File: config.mk
export PLATFORM = sky130hd
export DESIGN_NAME = hazard_ctrl
export DESIGN_NICKNAME = d
export VERILOG_FILES = /design/src/rtl/hazard_ctrl.sv
export SDC_FILE = /design/constraint.sdc
export NUM_CORES = 1
export LEC_CHECK = 0
export ABC_CLOCK_PERIOD_IN_PS = 4850
export BUFFER_PORTS_ARGS = -buffer_cell sky130_fd_sc_hd__buf_2
export CAP_MARGIN = 20
export CORE_ASPECT_RATIO = 2
export CORE_MARGIN = 5
export CORE_UTILIZATION = 40
export DETAILED_ROUTE_END_ITERATION = 10
export PLACE_DENSITY = 0.67
export SYNTH_ARGS = -nofsm -noshare
export SYNTH_HDL_FRONTEND = slang
export SYNTH_SLANG_ARGS = --single-unit
File: constraint.sdc
create_clock -name clk -period 4.85 [get_ports clk]
set_input_delay 0.97 -clock clk [delete_from_list [all_inputs] [get_ports clk]]
set_output_delay 0.97 -clock clk [all_outputs]
set_load 0.005 [all_outputs]
File: src/rtl/hazard_ctrl.sv
// Hazard controller for the 5-stage core: operand forwarding, load-use stalls,
// branch flushes, MUL/DIV wait sequencing and saturating stall/flush counters.
module hazard_ctrl #(
  parameter int CNT_W      = 16,
  parameter int MD_TIMEOUT = 64
) (
  input  logic             clk,
  input  logic             rst,
  input  logic [4:0]       Rs1_D,
  input  logic [4:0]       Rs2_D,
  input  logic [4:0]       Rs1_E,
  input  logic [4:0]       Rs2_E,
  input  logic [4:0]       RD_E,
  input  logic [4:0]       RD_M,
  input  logic [4:0]       RD_W,
  input  logic             RegWriteM,
  input  logic             RegWriteW,
  input  logic             ResultSrcE,
  input  logic             PCSrcE,
  input  logic             MdStartE,
  input  logic             MdDoneE,
  input  logic             CntClr,
  output logic [1:0]       ForwardA_E,
  output logic [1:0]       ForwardB_E,
  output logic             StallF,
  output logic             StallD,
  output logic             StallE,
  output logic             FlushD,
  output logic             FlushE,
  output logic             BubbleM,
  output logic             MdTimeout,
  output logic [CNT_W-1:0] StallCount,
  output logic [CNT_W-1:0] FlushCount
);

  localparam int WAIT_W = $clog2(MD_TIMEOUT);
  localparam logic [WAIT_W-1:0] WAIT_LAST = WAIT_W'(MD_TIMEOUT - 1);
  localparam logic [CNT_W-1:0] CNT_MAX = '1;

  typedef enum logic {
    RUN,
    MD_WAIT
  } state_t;

  state_t            state;
  logic [WAIT_W-1:0] wait_cnt;
  logic              load_use;
  logic              md_release;

  // Memory stage wins over Writeback; x0 is never forwarded
  function automatic logic [1:0] fwd_sel(input logic [4:0] src,
                                         input logic       wr_m,
                                         input logic [4:0] rd_m,
                                         input logic       wr_w,
                                         input logic [4:0] rd_w);
    if (wr_m && rd_m != 5'd0 && rd_m == src)
      return 2'b10;
    else if (wr_w && rd_w != 5'd0 && rd_w == src)
      return 2'b01;
    else
      return 2'b00;
  endfunction

  always_comb begin
    ForwardA_E = fwd_sel(Rs1_E, RegWriteM, RD_M, RegWriteW, RD_W);
    ForwardB_E = fwd_sel(Rs2_E, RegWriteM, RD_M, RegWriteW, RD_W);
    load_use   = ResultSrcE && RD_E != 5'd0 && (RD_E == Rs1_D || RD_E == Rs2_D);
    md_release = MdDoneE || wait_cnt == WAIT_LAST;
    StallF     = 1'b0;
    StallD     = 1'b0;
    StallE     = 1'b0;
    FlushD     = 1'b0;
    FlushE     = 1'b0;
    BubbleM    = 1'b0;
    case (state)
      RUN: begin
        if (PCSrcE) begin
          FlushD = 1'b1;
          FlushE = 1'b1;
        end else if (load_use) begin
          StallF = 1'b1;
          StallD = 1'b1;
          FlushE = 1'b1;
        end
      end
      MD_WAIT: begin
        // Release cycle drops all stalls so the MUL/DIV result moves on to M
        if (!md_release) begin
          StallF  = 1'b1;
          StallD  = 1'b1;
          StallE  = 1'b1;
          BubbleM = 1'b1;
        end
      end
      default: ;
    endcase
  end

  always_ff @(posedge clk or negedge rst) begin
    if (!rst) begin
      state     <= RUN;
      wait_cnt  <= '0;
      MdTimeout <= 1'b0;
    end else begin
      case (state)
        RUN: begin
          if (MdStartE && !MdDoneE) begin
            state    <= MD_WAIT;
            wait_cnt <= '0;
          end
        end
        MD_WAIT: begin
          if (MdDoneE) begin
            state <= RUN;
          end else if (wait_cnt == WAIT_LAST) begin
            state     <= RUN;
            MdTimeout <= 1'b1;
          end else begin
            wait_cnt <= wait_cnt + WAIT_W'(1);
          end
        end
        default: state <= RUN;
      endcase
    end
  end

  always_ff @(posedge clk or negedge rst) begin
    if (!rst) begin
      StallCount <= '0;
      FlushCount <= '0;
    end else if (CntClr) begin
      StallCount <= '0;
      FlushCount <= '0;
    end else begin
      if (StallF && StallCount != CNT_MAX)
        StallCount <= StallCount + CNT_W'(1);
      if (FlushE && FlushCount != CNT_MAX)
        FlushCount <= FlushCount + CNT_W'(1);
    end
  end

endmodule
==> flow_metrics.py <==
metrics = {
    "timing": {
        "rsz0062_at_grt": "no",
        "finalWorstPathRequiredPeriod_ns": 3.35,
        "hold_viol": 0,
        "setup_tns_ns": 0,
        "post-route-period-util": 0.691,
        "slew_headroom": 0.407,
        "finClkSkew_ns": 0.00476,
        "setup_violations": 0,
        "slew_viol_final": 0,
        "max_freq_mhz": 298,
        "worst_pin_slew_ns": 0.890,
    },
    "layout": {
        "diodes": 0,
        "utilization": 0.518,
        "syn_to_final_growth_pct": 25.6,
        "drive_gt1_frac": 0.300,
        "layout.nets": 406,
        "design_area_sq_um": 3140,
    },
    "worst_setup_path": {
        "arrival_ns": 2.38,
        "critPathLaunchType": "primary input",
        "path_cells": "buf_2, or4_1, o21ai_0, nor4_1, nor4_1, buf_2",
        "worstReg2RegEnd": "FlushCount[15]$_DFFE_PN0P_",
        "slowest_stage": "or4_1",
        "worstPathRequired_ns": 3.88,
        "reg2reg_from": "FlushCount[0]$_DFFE_PN0P_",
        "cpPeakStageDelay_ns": 0.50,
        "r2r_slack_ns": 2.41,
        "worstSetupPathType": "primary input to output pin",
        "cp_max_fo": 3,
        "path_buf_inv": 2,
        "endpoint_kind": "output pin",
        "cp_top_family": "simple AND/OR/NAND/NOR gates",
        "reg2reg_depth": 7,
    },
    "clocking": {
        "ctsResizeCount": 0,
        "ctsHoldBuffers": 0,
        "clk_pin_slew_ns": 0.06,
        "post_cts_buffers": 0,
        "cts_tree": "built",
        "h-tree-depth": 2,
        "insertion_delay_ns": 0.28,
        "cts-root-buf": "clkbuf_16",
        "clockBufferDepth": 2,
        "cts_made_buffers": 5,
        "cts_sinks": 40,
    },
    "grt": {
        "grt_overflow": 0,
        "grt_util_met1": 0.174,
        "grt_pass1_vias": 2320,
        "grt_pass1_wl_um": 10500,
        "grt_use_met2": 0.308,
        "grt.busiest_layer": "met2",
        "gr-usage-met3": 0.0397,
        "antenna_found_initial": 0,
        "gr-usage-all-layers": 0.166,
        "grt_max_degree": 41,
    },
    "placement": {
        "post_dp_cell_area_sq_um": 2990,
        "post-dp-hpwl_um": 4830,
        "finalWeightedCongestion": 0.776,
        "io_buffer_count": 86,
    },
    "synth": {
        "yosysUniqueCellTypes": 42,
        "syn_area_sq_um": 2500,
        "synth.avg_cell_area_sq_um": 9.12,
        "async_flop_share": 1.00,
        "seq_area_frac_synth": 0.401,
        "synth_flop_cell": "dfrtp_1",
        "ys.warnings.count": 0,
        "synth_largest_area_cell": "dfrtp_1",
        "synth-edff-count": 0,
        "synth_common_cells": "dfrtp_1, xor2_1, nor2_1",
        "synth.top_cell.area_share": 0.401,
        "synth_fp_nets": 321,
        "ys_seq_elements": 40,
        "netlist_top_cells_area": "dfrtp_1, xor2_1, nor2_1",
        "syn_inst": 274,
    },
    "status": {
        "outcome": "completed",
    },
    "worst_hold_path": {
        "min_path_type": "flop to flop",
        "min_path_cells": 1,
        "min_from": "MdTimeout$_DFFE_PN0P_",
        "hold_end": "MdTimeout$_DFFE_PN0P_",
    },
    "drt": {
        "vias": 2256,
        "route.detailed.drc": 0,
        "viasPerCell": 5.08,
        "drtIter0Drc": 49,
        "routed_wirelength_um": 6120,
        "wire_per_inst_um": 13.8,
        "antenna_left": 0,
        "dr.pass1.iters": 4,
    },
    "pwr": {
        "peakVddDrop_v": 0.000207,
        "finalPower_mw": 0.784,
        "cellPowerDensity_nw_per_um2": 250,
        "leakage_nw": 1.50,
    },
    "flow_run": {
        "maxCapViolations": 0,
    },
    "floorplan": {
        "core_area_sq_um": 6060,
        "fp.dieH_um": 122,
        "rows": 40,
        "ioPinCount": 87,
        "start_util": 0.413,
        "die_area_sq_um": 8020,
        "die_w_um": 65.9,
    },
}
through the flow:
stage                     hold slack, ns  cells  setup WS (ns)
after CTS                          0.474    444           1.51
after detailed placement           0.458    436           1.51
final                              0.468    444           1.50
after floorplan                    0.466    274           1.75
after global placement             0.462    436           1.52
after global routing               0.520    444           1.44
logic make-up (layout without fill, tap and decap cells):
kind of cell,count (synthesis),in the layout,synth area share
compound gates,32,32,0.0811
fa+ha+maj,3,3,0.0150
xor+xnor,55,55,0.193
simple gates,128,128,0.277
mux,1,1,0.00401
buf+inv,15,101,0.0295
flops,40,40,0.401
area by class of cell:
class                           instances  area, sq um
Tap cell                               84          105
Timing Repair Buffer                   87          438
Multi-Input combinational cell        219         1420
Inverter                                6         22.5
Sequential cell                        40         1000
Clock inverter                          2         10.0
Clock buffer                            6          139
Fill cell                             589         2920
layer usage:
metal,vias up,wire [um]
li1,1118,-
met1,1061,2210
met2,68,3370
met3,9,438
met4,0,108
met5,-,0
flip-flops by register name, indices dropped and copies added, names as in the netlist:
name	cells
FlushCount	16
StallCount	16
wait_cnt	6
MdTimeout	1
state	1
worst max-delay path by stage:
| stage | startpoint | to | slack (ns) | cells after the start |
|---|---|---|---|---|
| after detailed placement | RD_M[1] | ForwardB_E[0] | 1.51 | 6 |
| after global routing | RD_E[1] | FlushE | 1.44 | 7 |
| after global placement | RD_E[1] | FlushE | 1.52 | 7 |
| after CTS | RD_M[1] | ForwardB_E[0] | 1.51 | 6 |
| after floorplan | RD_E[1] | FlushE | 1.75 | 5 |
| final | RD_M[1] | ForwardB_E[0] | 1.50 | 6 |
placed cells by master (no fill, tap or decap), drive strengths merged, types with 2 or more instances in the layout:
master  netlist  final
buf           5     87
dfrtp        40     40
xor2         40     40
nor2         36     36
nand3        20     20
nand2        16     16
xnor2        15     15
o21ai        13     13
a21oi        10     10
nor3         10     10
nand4         9      9
or3           9      9
and3          8      8
inv           6      6
clkbuf        4      6
or4           5      5
nor4          5      5
and2          3      3
nor2b         3      3
ha            3      3
clkinv        0      2
o21bai        2      2
power breakdown:
group | switching [mW] | internal [mW] | leakage, nW
logic | 0.0600 | 0.0436 | 0.866
registers | 0.0104 | 0.341 | 0.555
clock network | 0.126 | 0.203 | 0.0766
Power figures use the tool's default switching activity.
